[config.mk]
export PLATFORM = sky130hd
export DESIGN_NAME = ov7670_wr_arbiter
export DESIGN_NICKNAME = d
export VERILOG_FILES = /design/src/rtl/ov7670_pkg.sv /design/src/rtl/arb_fifo.sv /design/src/rtl/ov7670_wr_arbiter.sv
export SDC_FILE = /design/constraint.sdc
export NUM_CORES = 1
export LEC_CHECK = 0
export CORE_MARGIN = 1.5
export CORE_UTILIZATION = 50
export DETAILED_ROUTE_END_ITERATION = 12
export PLACE_DENSITY = 0.83
export REMOVE_ABC_BUFFERS = 1
export SLEW_MARGIN = 20
export SYNTH_ARGS = -nofsm -noshare
export SYNTH_HDL_FRONTEND = slang
export SYNTH_SLANG_ARGS = --single-unit
[constraint.sdc]
create_clock -name clk -period 2.4 [get_ports clk]
set_input_delay 0.24 -clock clk [delete_from_list [all_inputs] [get_ports clk]]
set_output_delay 0.24 -clock clk [all_outputs]
set_load 0.02 [all_outputs]
[src/rtl/ov7670_pkg.sv]
// Shared constants and types for the dual-camera OV7670 frame-buffer write path.
package ov7670_pkg;

    localparam int c_img_cols    = 160;
    localparam int c_img_rows    = 120;
    localparam int c_nb_img_pxls = $clog2(c_img_cols * c_img_rows);
    localparam int c_nb_buf      = 12;
    localparam int c_nb_cam_id   = 1;
    localparam int c_fifo_depth  = 4;
    localparam int c_nb_entry    = c_nb_img_pxls + c_nb_buf;

    typedef enum logic [1:0] {
        IDLE    = 2'd0,
        WAIT_VS = 2'd1,
        CAPT    = 2'd2
    } cam_state_t;

endpackage

[src/rtl/arb_fifo.sv]
// Small synchronous FIFO; a push while full is ignored, a pop while empty is ignored.
module arb_fifo #(
    parameter int c_depth = 4,
    parameter int c_width = 27
) (
    input  logic               clk,
    input  logic               rst,
    input  logic               push,
    input  logic               pop,
    input  logic [c_width-1:0] din,
    output logic [c_width-1:0] dout,
    output logic               empty,
    output logic               full
);

    localparam int c_aw = $clog2(c_depth);

    logic [c_width-1:0] mem_q [c_depth];
    logic [c_aw:0]      wr_q;
    logic [c_aw:0]      rd_q;
    logic               do_push;
    logic               do_pop;

    // Pointers carry one extra wrap bit so full and empty are distinguishable.
    assign empty   = (wr_q == rd_q);
    assign full    = (wr_q[c_aw] != rd_q[c_aw]) && (wr_q[c_aw-1:0] == rd_q[c_aw-1:0]);
    assign do_push = push && !full;
    assign do_pop  = pop && !empty;
    assign dout    = mem_q[rd_q[c_aw-1:0]];

    always_ff @(posedge clk) begin
        if (rst) begin
            wr_q <= '0;
            rd_q <= '0;
        end else begin
            if (do_push) wr_q <= wr_q + (c_aw+1)'(1);
            if (do_pop)  rd_q <= rd_q + (c_aw+1)'(1);
        end
    end

    always_ff @(posedge clk) begin
        if (do_push) mem_q[wr_q[c_aw-1:0]] <= din;
    end

endmodule

[src/rtl/ov7670_wr_arbiter.sv]
// Round-robin merge of two frame-gated camera write streams onto one frame-buffer port.
// Optional macro ARB_OVF_CNT_EN adds saturating per-camera drop counters ovf_cnt0/ovf_cnt1.
module ov7670_wr_arbiter
    import ov7670_pkg::*;
#(
    parameter int c_depth = c_fifo_depth
) (
    input  logic                     clk,
    input  logic                     rst,
    input  logic                     cam0_en,
    input  logic                     cam0_vsync,
    input  logic                     cam0_we,
    input  logic [c_nb_img_pxls-1:0] cam0_addr,
    input  logic [c_nb_buf-1:0]      cam0_dout,
    input  logic                     cam1_en,
    input  logic                     cam1_vsync,
    input  logic                     cam1_we,
    input  logic [c_nb_img_pxls-1:0] cam1_addr,
    input  logic [c_nb_buf-1:0]      cam1_dout,
    input  logic                     ovf_clr,
    output logic                     mem_we,
    output logic [c_nb_img_pxls:0]   mem_addr,
    output logic [c_nb_buf-1:0]      mem_din,
    output logic [1:0]               capturing,
    output logic [1:0]               frame_done,
    output logic [1:0]               ovf
`ifdef ARB_OVF_CNT_EN
    ,
    output logic [7:0]               ovf_cnt0,
    output logic [7:0]               ovf_cnt1
`endif
);

    logic [1:0]            en;
    logic [1:0]            vs;
    logic [1:0]            we;
    logic [1:0]            vs_prev_q;
    logic [1:0]            vs_rise;
    logic [1:0]            acc;
    logic [1:0]            drop;
    logic [1:0]            full;
    logic [1:0]            empty;
    logic [1:0]            pop;
    logic [1:0]            done_q;
    logic [1:0]            ovf_q;
    logic                  last_q;
    logic                  mem_we_q;
    logic [c_nb_img_pxls:0] mem_addr_q;
    logic [c_nb_buf-1:0]   mem_din_q;
    cam_state_t            st_q [2];
    cam_state_t            st_d [2];
    logic [c_nb_entry-1:0] fin  [2];
    logic [c_nb_entry-1:0] fout [2];

    assign en     = {cam1_en, cam0_en};
    assign vs     = {cam1_vsync, cam0_vsync};
    assign we     = {cam1_we, cam0_we};
    assign fin[0] = {cam0_addr, cam0_dout};
    assign fin[1] = {cam1_addr, cam1_dout};

    // A write counts when the camera is (or is just becoming) in CAPT after this cycle.
    always_comb begin
        for (int i = 0; i < 2; i++) begin
            vs_rise[i] = vs[i] && !vs_prev_q[i];
            st_d[i]    = st_q[i];
            case (st_q[i])
                IDLE:    if (en[i]) st_d[i] = WAIT_VS;
                WAIT_VS: begin
                    if (!en[i])          st_d[i] = IDLE;
                    else if (vs_rise[i]) st_d[i] = CAPT;
                end
                CAPT:    if (vs_rise[i] && !en[i]) st_d[i] = IDLE;
                default: st_d[i] = IDLE;
            endcase
            acc[i]  = we[i] && (st_d[i] == CAPT);
            drop[i] = acc[i] && full[i];
        end
    end

    always_ff @(posedge clk) begin
        if (rst) begin
            for (int i = 0; i < 2; i++) st_q[i] <= IDLE;
            vs_prev_q <= '0;
            done_q    <= '0;
        end else begin
            for (int i = 0; i < 2; i++) begin
                st_q[i]   <= st_d[i];
                done_q[i] <= (st_q[i] == CAPT) && vs_rise[i];
            end
            vs_prev_q <= vs;
        end
    end

    for (genvar g = 0; g < 2; g++) begin : g_fifo
        arb_fifo #(
            .c_depth (c_depth),
            .c_width (c_nb_entry)
        ) u_fifo (
            .clk   (clk),
            .rst   (rst),
            .push  (acc[g]),
            .pop   (pop[g]),
            .din   (fin[g]),
            .dout  (fout[g]),
            .empty (empty[g]),
            .full  (full[g])
        );
    end

    // last_q remembers the camera granted most recently; the other one wins a tie.
    always_comb begin
        pop = 2'b00;
        if (!empty[0] && !empty[1]) pop = last_q ? 2'b01 : 2'b10;
        else if (!empty[0])         pop = 2'b01;
        else if (!empty[1])         pop = 2'b10;
    end

    always_ff @(posedge clk) begin
        if (rst) begin
            last_q     <= 1'b1;
            mem_we_q   <= 1'b0;
            mem_addr_q <= '0;
            mem_din_q  <= '0;
            ovf_q      <= '0;
        end else begin
            mem_we_q <= |pop;
            if (|pop) begin
                last_q     <= pop[1];
                mem_addr_q <= {pop[1], pop[1] ? fout[1][c_nb_entry-1:c_nb_buf]
                                              : fout[0][c_nb_entry-1:c_nb_buf]};
                mem_din_q  <= pop[1] ? fout[1][c_nb_buf-1:0] : fout[0][c_nb_buf-1:0];
            end
            for (int i = 0; i < 2; i++) begin
                if (drop[i])      ovf_q[i] <= 1'b1;
                else if (ovf_clr) ovf_q[i] <= 1'b0;
            end
        end
    end

`ifdef ARB_OVF_CNT_EN
    logic [7:0] cnt_q [2];

    // A drop coinciding with a clear restarts the count at one.
    always_ff @(posedge clk) begin
        if (rst) begin
            cnt_q[0] <= '0;
            cnt_q[1] <= '0;
        end else begin
            for (int i = 0; i < 2; i++) begin
                if (ovf_clr)                          cnt_q[i] <= drop[i] ? 8'd1 : 8'd0;
                else if (drop[i] && cnt_q[i] != 8'hff) cnt_q[i] <= cnt_q[i] + 8'd1;
            end
        end
    end

    assign ovf_cnt0 = cnt_q[0];
    assign ovf_cnt1 = cnt_q[1];
`endif

    assign mem_we     = mem_we_q;
    assign mem_addr   = mem_addr_q;
    assign mem_din    = mem_din_q;
    assign frame_done = done_q;
    assign ovf        = ovf_q;
    assign capturing  = {st_q[1] == CAPT, st_q[0] == CAPT};

endmodule

==> out/results.ini, run 1 <==
[outcome]
status=finished, final reports clean

[worst_setup_path]
cp.required_ns=2.16
critPathArrivalTime_ns=1.82
regToRegSetupSlack_ns=0.36
critPathMaxFanout=4
worstPathCellList=nor2b_1 -> clkdlybuf4s50_1
critPathKind=flop to output port
worst_setup_path_start_kind=flop
rr_startpoint=g_fifo[1].u_fifo.wr_q[1]
r2r_cells=5
cp-end-kind=output port
slowest_delay_ns=0.66
slowest_stage=clkdlybuf4s50_1
regToRegEndpoint=g_fifo[1].u_fifo.mem_q[3][16]

[die]
rows=52
die_y_um=147
core_um2=20300
ios=98
dieArea_um2=21700
start_util_pct=51.2
fp.dieW_um=147

[power_and_ir_drop]
power.density_nw_per_um2=952
leakage_nw=4.25
totalPowerFinal_mw=12.1
ir_worst_vdd_uv=564

[sta]
finalMaxSlewViolations=0
rsz0062_at_grt=false
timing.hold.ws_ns=0.290
period_minus_slack_ns=2.06
relSlewSlack_pct=56.9
fmax_ghz=0.486
finalHoldViolCount=0
fin_crit_sh_pct=85.7
fin_ws_ns=0.344
clock_skew_ns=0.0159
setup_viol=0
worstMarginPinSlew_ns=0.644

[clocking]
clk_pin_slew_ns=0.06
clock_latency_ns=0.54
cts_setup_buffers=0
cts-root-buf=clkbuf_16
cts_buffer_depth=3
cts_resized=0
cts_tree=yes
cts_buffers=27
cts_sinks=272
ctsHoldBuffers=0
htree_levels=1

[routing]
firstDrtPassIters=5
ant_nets=0
finalWirelength_um=21200
vias_per_cell=5.58
drc_errors=0
drtIter0Drc=399
wire_per_inst_um=22.8
num_vias=5193

[hold_path]
min_from=cam1_en
min_to=st_q[0][2]
min_path_type=input port to flop
hold_depth=2

[finish]
drive_gt1_share_pct=22.0
nets=710
fill_cells=1368
final_cell_count_no_fill=930
area_delta_synth_final_pct=22.2
final_cell_area_um2=12700

[yosys]
synth_area_um2=10400
synth_seq_area_share_pct=73.2
synth_flop_cell=edfxtp_1
synth_seq_cells=272
synth-edff-count=216
synth_top_cells_by_area=edfxtp_1 (62%), mux4_2 (12%), dfxtp_1 (11%), o2bb2ai_2 (2.9%), mux2i_1 (2.2%)
yosysTopAreaCell=edfxtp_1
yosys-top-cells-count=edfxtp_1 (216), dfxtp_1 (56), mux4_2 (54)
netlist_instances=516
yosysUniqueCellTypes=48
avgSynthCellArea_um2=20.1
yosys_warnings=0
synthArstFlopShare_pct=0
synth_top_cell_area_share_pct=62.4
yosysMostFrequentCell=edfxtp_1

[placement]
dp_slack_ns=0.0269
placed_area_um2=11800
dp_hpwl_um=13500
dp_cells=878
port_buffers=97
routabilityCongestion=0.772

[grt]
grt_pass1_vias=5574
grt_start_max_net_pins=30
antenna_found_initial=1
grt_overflow=0
grt_pass1_wl_um=32200
grtUsageTotal_pct=19.9

[run]
drv_cap=0

[state kept, by name, summed over array words and instances (netlist names), named ones only]
signal / cells
g_fifo.u_fifo.mem_q: 216
mem_addr: 16
mem_din: 12
g_fifo.u_fifo.rd_q: 6
g_fifo.u_fifo.wr_q: 6
st_q: 4
frame_done: 2
ovf: 2
vs_prev_q: 2
last_q: 1
mem_we: 1
[cell families (layout without fill, tap and decap cells)]
kind of cell | after synthesis | in the layout | synth area share [%]
adders and majority gates | 10 | 10 | 1.20
AOI/OAI and AO/OA | 44 | 44 | 4.73
xor gates and xnor gates | 11 | 11 | 0.999
and+or+nand+nor | 66 | 66 | 3.85
other | 0 | 2 | 0
muxes | 78 | 78 | 14.0
DFF | 272 | 272 | 73.2
buffers and inverters | 35 | 177 | 1.97
[how the worst max path moves through the flow]
stage / from / to / slack (ns) / cells past startpoint
finish: st_q[0][3] / capturing[1] / 0.34 / 2
global route: g_fifo[1].u_fifo.wr_q[1] / mem_din[1] / 0.26 / 5
CTS: st_q[0][3] / capturing[1] / 0.33 / 2
detailed placement: cam1_vsync / g_fifo[1].u_fifo.mem_q[3][17] / 0.03 / 6
global placement: cam1_vsync / g_fifo[1].u_fifo.mem_q[3][22] / 0.12 / 6
floorplan: st_q[0][3] / g_fifo[1].u_fifo.wr_q[2] / -0.20 / 5
[cells in the final DEF, fill, tap and decap left out, drive strengths merged, types with 4 or more instances in the layout]
master,Yosys,layout
edfxtp,216,216
clkdlybuf4s50,0,97
dfxtp,56,56
mux4,54,54
clkbuf,10,42
mux2i,23,23
o2bb2ai,20,20
buf,15,20
nor2,18,18
inv,10,11
nor3b,10,10
ha,10,10
and2,8,8
xnor2,7,7
a221o,7,7
nor2b,6,6
nand2b,6,6
clkinv,0,6
nand2,5,5
a21oi,5,5
xor2,4,4
[final cells by class]
cell class / count / area, µm² / area share [%]
Timing Repair Buffer: 117 / 1270 / 10.0
Clock buffer: 42 / 805 / 6.34
Clock inverter: 8 / 52.6 / 0.414
Tap cell: 270 / 338 / 2.66
Antenna cell: 2 / 5.00 / 0.0394
Inverter: 10 / 37.5 / 0.296
Multi-Input combinational cell: 209 / 2580 / 20.3
Sequential cell: 272 / 7610 / 59.9
[per-layer routing]
metal	routed length [µm]	up-vias	GRT usage [%]	part of all wire, %
met2	11000	174	35.0	52
met4	763	0	7.40	3.6
li1	-	2319	-	-
met3	1230	47	3.35	5.8
met5	0	-	0	0
met1	8160	2653	25.0	39
[metrics by stage]
| step | util, % | setup TNS (ns) |
|---|---|---|
| floorplan | - | -8.30 |
| finish | 62.5 | 0 |
| global route | 62.5 | 0 |
| CTS | 62.5 | 0 |
| detailed placement | 58.3 | 0 |
| global placement | 58.3 | 0 |
[power breakdown]
group	total [mW]	switching (mW)	internal (mW)
clock	4.02	1.71	2.31
sequential	5.67	0.292	5.38
combinational	2.40	1.19	1.21
total	12.1	3.19	8.91
[worst max-delay path, delay by kind of cell, from the launching register on]
kind,cells,cell delay [ns]
simple gates,1,0.27
buf+inv,1,0.66
flops,1,0.35
(Power assumes the default switching activity.)
==> run 2: changes to the inputs <==
--- a/config.mk
+++ b/config.mk
@@ -8,9 +8,10 @@
 export CORE_MARGIN = 1.5
 export CORE_UTILIZATION = 50
 export DETAILED_ROUTE_END_ITERATION = 12
-export PLACE_DENSITY = 0.83
+export PLACE_DENSITY = 0.82
 export REMOVE_ABC_BUFFERS = 1
 export SLEW_MARGIN = 20
 export SYNTH_ARGS = -nofsm -noshare
 export SYNTH_HDL_FRONTEND = slang
+export SYNTH_HIERARCHICAL = 1
 export SYNTH_SLANG_ARGS = --single-unit
==> run 2 against run 1 <==
Compared with the run above: sequential power shrank 2%; cell area grew 6.1%; non-clock buffer count grew 22; clock skew shrank 0.0016 ns; sequential share of layout area shrank 3.4 points; clock-buffer cell count shrank 6; maximum frequency shrank 8.5%; combinational power grew 23%; global-route usage grew 2.7 points; highest routed layer unchanged.
==> out/results.ini, run 2 <==
[outcome]
status=finished, final reports clean

[placement]
dp_hpwl_um=16200
dp_cells=1005
port_buffers=97
routabilityCongestion=0.822
placed_area_um2=12600

[yosys]
synth_seq_area_share_pct=69.0
synth_area_um2=11000
avgSynthCellArea_um2=17.6
synth_top_cells_by_area=edfxtp_1 (59%), mux4_2 (11%), dfxtp_1 (10%), a2111oi_2 (2.6%), mux2i_1 (2.5%)
netlist_instances=626
yosysTopAreaCell=edfxtp_1
synthArstFlopShare_pct=0
synth_flop_cell=edfxtp_1
yosysMostFrequentCell=edfxtp_1
synth_seq_cells=272
yosysUniqueCellTypes=45
yosys_warnings=6
synth_top_cell_area_share_pct=58.8
synth-edff-count=216
yosys-top-cells-count=edfxtp_1 (216), dfxtp_1 (56), mux4_2 (54)

[finish]
area_delta_synth_final_pct=22.2
nets=829
final_cell_count_no_fill=1057
layout_common_cells=edfxtp_1 (216), clkdlybuf4s50_1 (96), dfxtp_1 (54), mux4_2 (54), nor2_1 (35)
largest_reg_flops=216
fill_cells=1444
drive_gt1_share_pct=22.7
layout_commonest_cell=edfxtp_1
final_cell_area_um2=13500

[clocking]
cts_buffers=26
cts_buffer_depth=3
cts_tree=yes
cts_sinks=272
cts-root-buf=clkbuf_16
clk_pin_slew_ns=0.06
ctsHoldBuffers=0
htree_levels=1
clock_latency_ns=0.53

[worst_setup_path]
critPathKind=flop to flop
critPathArrivalTime_ns=2.63
worst_setup_path_start_kind=flop
cp-end-kind=flop
critPathMaxFanout=27
cp.required_ns=2.78

[sta]
period_minus_slack_ns=2.25
relSlewSlack_pct=53.9
fmax_ghz=0.445
finalMaxSlewViolations=0
fin_crit_sh_pct=93.6
worstMarginPinSlew_ns=0.691
rsz0062_at_grt=false
setup_viol=0
clock_skew_ns=0.0143
finalHoldViolCount=0

[routing]
wire_per_inst_um=23.8
firstDrtPassIters=4
drtIter0Drc=623
drc_errors=0
finalWirelength_um=25200
num_vias=6478
met2_length_um=12300
route.met3.wl_um=2120
vias_per_cell=6.13
ant_nets=0
wl_met1_um=10000
top_layer_used=met4

[hold_path]
min_path_type=input port to flop

[die]
rows=54
core_um2=21800
dieArea_um2=22900
fp.dieW_um=151
start_util_pct=50.7
die_y_um=151
ios=98

[grt]
grt_pass1_wl_um=38400
grt_pass1_vias=6718
grt_overflow=0
grt_start_max_net_pins=36
antenna_found_initial=1
grtUsageTotal_pct=22.6

[power_and_ir_drop]
ir_worst_vdd_uv=603
leakage_nw=4.46
power.density_nw_per_um2=938

[run]
drv_cap=0

==> run 2: area by class of cell <==
class / count / area (µm²) / area share, %
Timing Repair Buffer: 139 / 1450 / 10.7
Sequential cell: 272 / 7610 / 56.5
Tap cell: 280 / 350 / 2.60
Clock buffer: 36 / 718 / 5.33
Clock inverter: 12 / 149 / 1.11
Multi-Input combinational cell: 301 / 3130 / 23.3
Antenna cell: 1 / 2.50 / 0.0186
Inverter: 16 / 60.1 / 0.446
==> run 2: power breakdown <==
part / internal, mW / total [mW] / switching, mW
clock: 2.42 / 4.10 / 1.68
sequential: 5.37 / 5.58 / 0.217
combinational: 1.41 / 2.95 / 1.54
total: 9.20 / 12.6 / 3.44
==> run 2: worst paths after layout <==
path | from | endpoint | slack [ns] | depth (start not counted)
worst max-delay path | g_fifo[0].u_fifo/wr_q[0] | mem_addr[8] | 0.15 | 7
worst min-delay path | rst | st_q[0][3] | 0.18 | 2
worst max register to register | g_fifo[0].u_fifo/wr_q[0] | mem_addr[8] | 0.15 | 7
worst min register to register | st_q[0][3] | st_q[0][2] | 0.46 | 1
==> run 2: worst max-delay path, stage by stage (launching register included) <==
cell and delay [ns]:
dfxtp_1 0.50, xnor2_1 0.20, nand2_1 0.22, nor2_4 0.21, o21bai_4 0.15, buf_6 0.28
nor2_1 0.08, a2111oi_1 0.43
==> run 2: routing by layer <==
metal | vias to the layer above | GRT usage (%)
li1 | 2773 | -
met2 | 350 | 36.8
met4 | 0 | 8.30
met5 | - | 0
met3 | 52 | 4.19
met1 | 3303 | 30.6
==> run 2: kinds of logic after synthesis <==
family,after synthesis,share of synthesized area [%]
xor+xnor,12,0.954
buf+inv,53,3.05
flops,272,69.0
compound gates,74,6.55
mux,82,13.6
fa+ha+maj,10,1.14
simple gates,123,5.71
==> run 2: timing repair <==
| item | CTS | global route |
|---|---|---|
| setup buffers | 0 | 3 |
| resized for setup | 0 | 2 |
| endpoints found under the setup margin | 0 | 5 |
==> run 2: per-stage QoR <==
| stage | hold slack (ns) | setup WS (ns) | power (mW) | setup TNS [ns] | utilization, % |
|---|---|---|---|---|---|
| 2_1_floorplan | 0.304 | -2.66 | 7.36 | -144.53 | - |
| 3_3_place_gp | 0.425 | 0.0114 | 8.46 | 0 | 57.8 |
| 3_5_place_dp | 0.454 | -0.104 | 8.56 | -7.50 | 57.8 |
| 4_1_cts | 0.153 | 0.0954 | 12.7 | 0 | 61.8 |
| 5_1_grt | 0.191 | 0.0133 | 13.1 | 0 | 61.9 |
| 6_report | 0.179 | 0.154 | 12.6 | 0 | 61.9 |
